==> src/rtl/jellyvl_etherneco_packet_rx.sv <==
// Etherneco packet receiver: splits a byte stream into header fields and payload.
// Optional node filter: define JELLYVL_ETHERNECO_PACKET_RX_NODE_FILTER_EN.
module jellyvl_etherneco_packet_rx #(
  parameter logic [7:0] NODE_ID = 8'h00
) (
  input  logic        clk,
  input  logic        reset,
  input  logic        s_rx_first,
  input  logic        s_rx_last,
  input  logic [7:0]  s_rx_data,
  input  logic        s_rx_valid,
  output logic        rx_start,
  output logic [7:0]  rx_node,
  output logic [7:0]  rx_type,
  output logic [15:0] rx_length,
  output logic        m_first,
  output logic        m_last,
  output logic [7:0]  m_data,
  output logic        m_valid,
  output logic        rx_end,
  output logic        rx_error
);

  typedef enum logic [1:0] {
    ST_IDLE,
    ST_HEADER,
    ST_PAYLOAD,
    ST_DROP
  } state_t;

  state_t      r_state, w_state;
  logic [1:0]  r_idx, w_idx;
  logic [15:0] r_cnt, w_cnt;
  logic        r_pend, w_pend;
  logic        r_filt, w_filt;
  logic [7:0]  r_node, w_node;
  logic [7:0]  r_type, w_type;
  logic [15:0] r_len, w_len;
  logic [7:0]  r_mdata, w_mdata;
  logic        r_start, w_start;
  logic        r_end, w_end;
  logic        r_err, w_err;
  logic        r_mvalid, w_mvalid;
  logic        r_mfirst, w_mfirst;
  logic        r_mlast, w_mlast;
  logic        w_accept;

`ifdef JELLYVL_ETHERNECO_PACKET_RX_NODE_FILTER_EN
  assign w_accept = (r_node == NODE_ID) || (r_node == 8'hFF);
`else
  logic [7:0] w_unused_node_id;
  assign w_unused_node_id = NODE_ID;
  assign w_accept = 1'b1;
`endif

  // Next-state, counter, field and pulse decode for one accepted byte.
  always_comb begin
    w_state  = r_state;
    w_idx    = r_idx;
    w_cnt    = r_cnt;
    w_pend   = r_pend;
    w_filt   = r_filt;
    w_node   = r_node;
    w_type   = r_type;
    w_len    = r_len;
    w_mdata  = r_mdata;
    w_start  = 1'b0;
    w_end    = 1'b0;
    w_err    = 1'b0;
    w_mvalid = 1'b0;
    w_mfirst = 1'b0;
    w_mlast  = 1'b0;
    if (s_rx_valid) begin
      if (s_rx_first) begin
        // A new frame start always wins; mid-frame it aborts the old one.
        w_err   = (r_state != ST_IDLE);
        w_node  = s_rx_data;
        w_idx   = 2'd1;
        w_filt  = 1'b0;
        w_state = ST_HEADER;
      end else begin
        case (r_state)
          ST_HEADER: begin
            if (s_rx_last) begin
              w_err   = 1'b1;
              w_state = ST_IDLE;
            end else begin
              case (r_idx)
                2'd1: begin
                  w_type = s_rx_data;
                  w_idx  = 2'd2;
                end
                2'd2: begin
                  w_len[7:0] = s_rx_data;
                  w_idx      = 2'd3;
                end
                2'd3: begin
                  w_len[15:8] = s_rx_data;
                  w_cnt       = {s_rx_data, r_len[7:0]};
                  w_pend      = 1'b1;
                  w_idx       = 2'd0;
                  if (w_accept) begin
                    w_start = 1'b1;
                    w_state = ST_PAYLOAD;
                  end else begin
                    w_filt  = 1'b1;
                    w_state = ST_DROP;
                  end
                end
                default: w_idx = 2'd1;
              endcase
            end
          end
          ST_PAYLOAD: begin
            w_mvalid = 1'b1;
            w_mdata  = s_rx_data;
            w_mfirst = r_pend;
            w_pend   = 1'b0;
            w_mlast  = (r_cnt == 16'd0) || s_rx_last;
            if (s_rx_last) begin
              w_end   = (r_cnt == 16'd0);
              w_err   = (r_cnt != 16'd0);
              w_state = ST_IDLE;
            end else if (r_cnt == 16'd0) begin
              w_filt  = 1'b0;
              w_state = ST_DROP;
            end else begin
              w_cnt = r_cnt - 16'd1;
            end
          end
          ST_DROP: begin
            if (s_rx_last) begin
              w_err   = !r_filt;
              w_filt  = 1'b0;
              w_state = ST_IDLE;
            end
          end
          default: w_state = ST_IDLE;
        endcase
      end
    end
  end

  // State and output registers.
  always_ff @(posedge clk or posedge reset) begin
    if (reset) begin
      r_state  <= ST_IDLE;
      r_idx    <= 2'd0;
      r_cnt    <= 16'd0;
      r_pend   <= 1'b0;
      r_filt   <= 1'b0;
      r_node   <= 8'd0;
      r_type   <= 8'd0;
      r_len    <= 16'd0;
      r_mdata  <= 8'd0;
      r_start  <= 1'b0;
      r_end    <= 1'b0;
      r_err    <= 1'b0;
      r_mvalid <= 1'b0;
      r_mfirst <= 1'b0;
      r_mlast  <= 1'b0;
    end else begin
      r_state  <= w_state;
      r_idx    <= w_idx;
      r_cnt    <= w_cnt;
      r_pend   <= w_pend;
      r_filt   <= w_filt;
      r_node   <= w_node;
      r_type   <= w_type;
      r_len    <= w_len;
      r_mdata  <= w_mdata;
      r_start  <= w_start;
      r_end    <= w_end;
      r_err    <= w_err;
      r_mvalid <= w_mvalid;
      r_mfirst <= w_mfirst;
      r_mlast  <= w_mlast;
    end
  end

  assign rx_start  = r_start;
  assign rx_node   = r_node;
  assign rx_type   = r_type;
  assign rx_length = r_len;
  assign m_first   = r_mfirst;
  assign m_last    = r_mlast;
  assign m_data    = r_mdata;
  assign m_valid   = r_mvalid;
  assign rx_end    = r_end;
  assign rx_error  = r_err;

endmodule
==> config.mk <==
export PLATFORM = sky130hd
export DESIGN_NAME = jellyvl_etherneco_packet_rx
export DESIGN_NICKNAME = d
export VERILOG_FILES = /design/src/rtl/jellyvl_etherneco_packet_rx.sv
export SDC_FILE = /design/constraint.sdc
export NUM_CORES = 1
export LEC_CHECK = 0
export BUFFER_PORTS_ARGS = -buffer_cell sky130_fd_sc_hd__buf_2
export CAP_MARGIN = 20
export CORE_MARGIN = 3
export CORE_UTILIZATION = 59
export DETAILED_ROUTE_END_ITERATION = 8
export GPL_TIMING_DRIVEN = 0
export HOLD_SLACK_MARGIN = 0.06
export PLACE_DENSITY = 0.87
export SETUP_SLACK_MARGIN = 0.1
export SLEW_MARGIN = 10
export SYNTH_ARGS = -nofsm -noshare
export SYNTH_HDL_FRONTEND = slang
export SYNTH_SLANG_ARGS = --single-unit
==> constraint.sdc <==
create_clock -name clk -period 6.8 [get_ports clk]
set_input_delay 0.34 -clock clk [delete_from_list [all_inputs] [get_ports clk]]
set_output_delay 0.34 -clock clk [all_outputs]
set_load 0.005 [all_outputs]
==> impl_metrics.toml <==
[logic_synthesis]
ys_types = 45
ys_seq_area_share_pct = 53.1
async_reset_ff_share_pct = 100
syn_area_um2 = 3160
synth_fp_nets = 320
synth-edff-count = 0
synth_cells = 298
ys_ff_latch = 67
syn_avg_cell_area_um2 = 10.6
yosysWarnings = 0
synth-main-ff-cell = "dfrtp_1"

[clock_network]
cts_max_path_buffers = 2
htreeDepth = 3
cts.sink_count = 67
cts_setup_buffers = 0
tritoncts = "yes"
path_clk_slew_ns = 0.08
cts_resized = 0
numCtsBuffers = 9
cts.hold.buffers_added = 0
cts_root_buf = "clkbuf_8"
clk_latency_ns = 0.35

[sta]
setup_viol = 0
fin_crit_ns = 2.57
rsz0062_at_grt = "false"
clock.fmax_ghz = 0.389
finalSetupTns_ns = 0
hold_viol_final = 0
min_period_over_period_pct = 37.8
tightestPinTransition_ns = 0.788
slew_headroom_pct = 47.5
finalMaxSlewViolations = 0
fin_skew_ns = 0.0104

[routing]
viasPerCell = 5.90
drt_wl_total_mm = 8.05
wire_per_inst_um = 18.4
detail-route-antenna-nets = 0
first_pass_iters = 5
drc = 0
drt_iter0_drc = 263
vias = 2580

[place]
post_dp_cell_area_um2 = 3520
place.port_buffers = 56
place_congestion = 0.946
hpwlAfterDp_mm = 5.30

[critical_path]
path_common_cell = "clkbuf_1"
crit_path_top_delay_cell = "nor4bb_1"
regToRegSetupSlack_ns = 4.23
worstSetupStartpointType = "flop"
crit_fanout = 10
critical_path.max_stage_delay_ns = 0.53
worstPathCellList = "inv_1, ha_1, clkbuf_1, nor4bb_1, nand2_1, clkbuf_1, nor3b_1, a221oi_1, o21ai_0"
endpoint_kind = "flop"
path_class = "flop to flop"
cp.required_ns = 7.06
arrival_ns = 2.83

[global_route]
track_usage_pct = 27.2
grt_pass1_vias = 2523
grt_pass1_wl_mm = 12.8
gr-total-overflow = 0
grt_max_degree = 68
antenna_found_initial = 0

[cells_and_area]
area_growth_pct = 18.5
layout-drive-gt1-share_pct = 30.0
layout_commonest_cell = "dfrtp_1"
fin_util_pct = 75.7
finalInstanceArea_um2 = 3740
final_cell_mix = "67 x dfrtp_1, 58 x buf_2, 49 x nand2_1"
nets = 387
antenna_cells = 0

[floorplanning]
dieArea_um2 = 6260
core_um2 = 4940
start_util_pct = 63.8
dieWidth_um = 79.1
io_pins = 59
rows = 25
die_y_um = 79.1

[power]
ir_worst_vdd_mv = 0.256
p_int_w = 0.000963
clockPowerShare_pct = 25.0
p_leak_nw = 1.90
combPwrFrac_pct = 32.3
seqPwrFrac_pct = 42.7
swShare_pct = 34.5
power_density_nw_per_um2 = 393
p_sw_w = 0.000506

[job]
maxCapViolCount = 0

[worst_hold_path]
hp-class = "primary input to async pin"

[status]
status = "complete, no violations"
Yosys cell counts, types with 2 or more instances:
master      n  share of area, %
dfrtp_1    67                53
nand2_1    49               5.8
mux2_2     32                11
o21ai_0    18               2.9
inv_1      14               1.7
a21oi_1    13               2.1
nor2_1     11               1.3
clkbuf_1   10               1.2
ha_1        9               3.6
nand3_1     7               1.1
or3_1       7               1.4
o22ai_1     6               1.2
nor2b_1     4              0.79
nor3_1      4              0.63
nor4_1      4              0.79
or4_1       4              0.95
mux2i_1     3              0.95
o32ai_1     3              0.83
a221oi_1    2              0.56
a2bb2oi_1   2              0.56
a32oi_1     2              0.56
buf_2       2              0.32
nor3b_1     2              0.48
or4_2       2              0.56
area by class of cell:
class	instances	area (µm²)
Buffer	13	51.3
Clock buffer	10	128
Clock inverter	6	90.1
Fill cell	344	1200
Inverter	15	58.8
Multi-Input combinational cell	203	1370
Sequential cell	67	1680
Tap cell	67	83.8
Timing Repair Buffer	56	280
logic make-up (layout without fill, tap and decap cells):
group / Yosys count / in the layout / synth area share [%]
adders and majority gates: 9 / 9 / 3.57
buffers and inverters: 28 / 100 / 3.41
and+or+nand+nor: 102 / 102 / 16.1
DFF: 67 / 67 / 53.1
AOI/OAI and AO/OA: 57 / 57 / 11.4
muxes: 35 / 35 / 12.4
through the flow:
step	setup WS (ns)	power, W	cells	hold WS [ns]
after global placement	4.03	0.00107	421	0.454
after detailed placement	4.31	0.00109	421	0.457
after CTS	4.27	0.00147	437	0.184
after global routing	3.93	0.00155	437	0.221
after floorplan	4.65	0.000908	298	0.445
final	4.23	0.00147	437	0.151
path summary, 6_finish.rpt:
check,start,endpoint,depth (start not counted)
max,r_state[1],r_cnt[4],9
min,reset,m_data[3],2
max reg2reg,r_state[1],r_cnt[4],9
min reg2reg,m_data[7],m_data[7],2
max in group asynchronous,reset,r_cnt[2],2
min in group clk,s_rx_data[6],m_data[6],3
registers in the layout, summed over array words and instances (netlist names):
signal	count
m_data	8
m_first	1
m_last	1
m_valid	1
r_cnt	16
r_idx	2
r_pend	1
r_state	2
rx_end	1
rx_error	1
rx_length	16
rx_node	8
rx_start	1
rx_type	8
power groups by stage:
stage                     clock (W)  combinational, W  sequential [W]
after floorplan                   0          0.000293        0.000616
after global placement            0          0.000450        0.000618
after detailed placement          0          0.000463        0.000627
after CTS                  0.000368          0.000474        0.000624
after global routing       0.000384          0.000527        0.000641
final                      0.000368          0.000474        0.000627
routing by layer:
layer / part of all wire, % / GRT usage (%) / up-vias
li1: - / - / 1197
met3: 7.9 / 6.12 / 27
met1: 42 / 35.9 / 1229
met4: 2.8 / 12.9 / 0
met2: 47 / 42.8 / 127
met5: 0 / 0 / -
critical path, delay by kind of cell, from the launching register on:
family	cells	cell delay [ns]
fa+ha+maj	1	0.14
simple gates	3	1.04
flops	1	0.42
buf+inv	3	0.74
compound gates	2	0.17
Power figures use the tool's default switching activity.
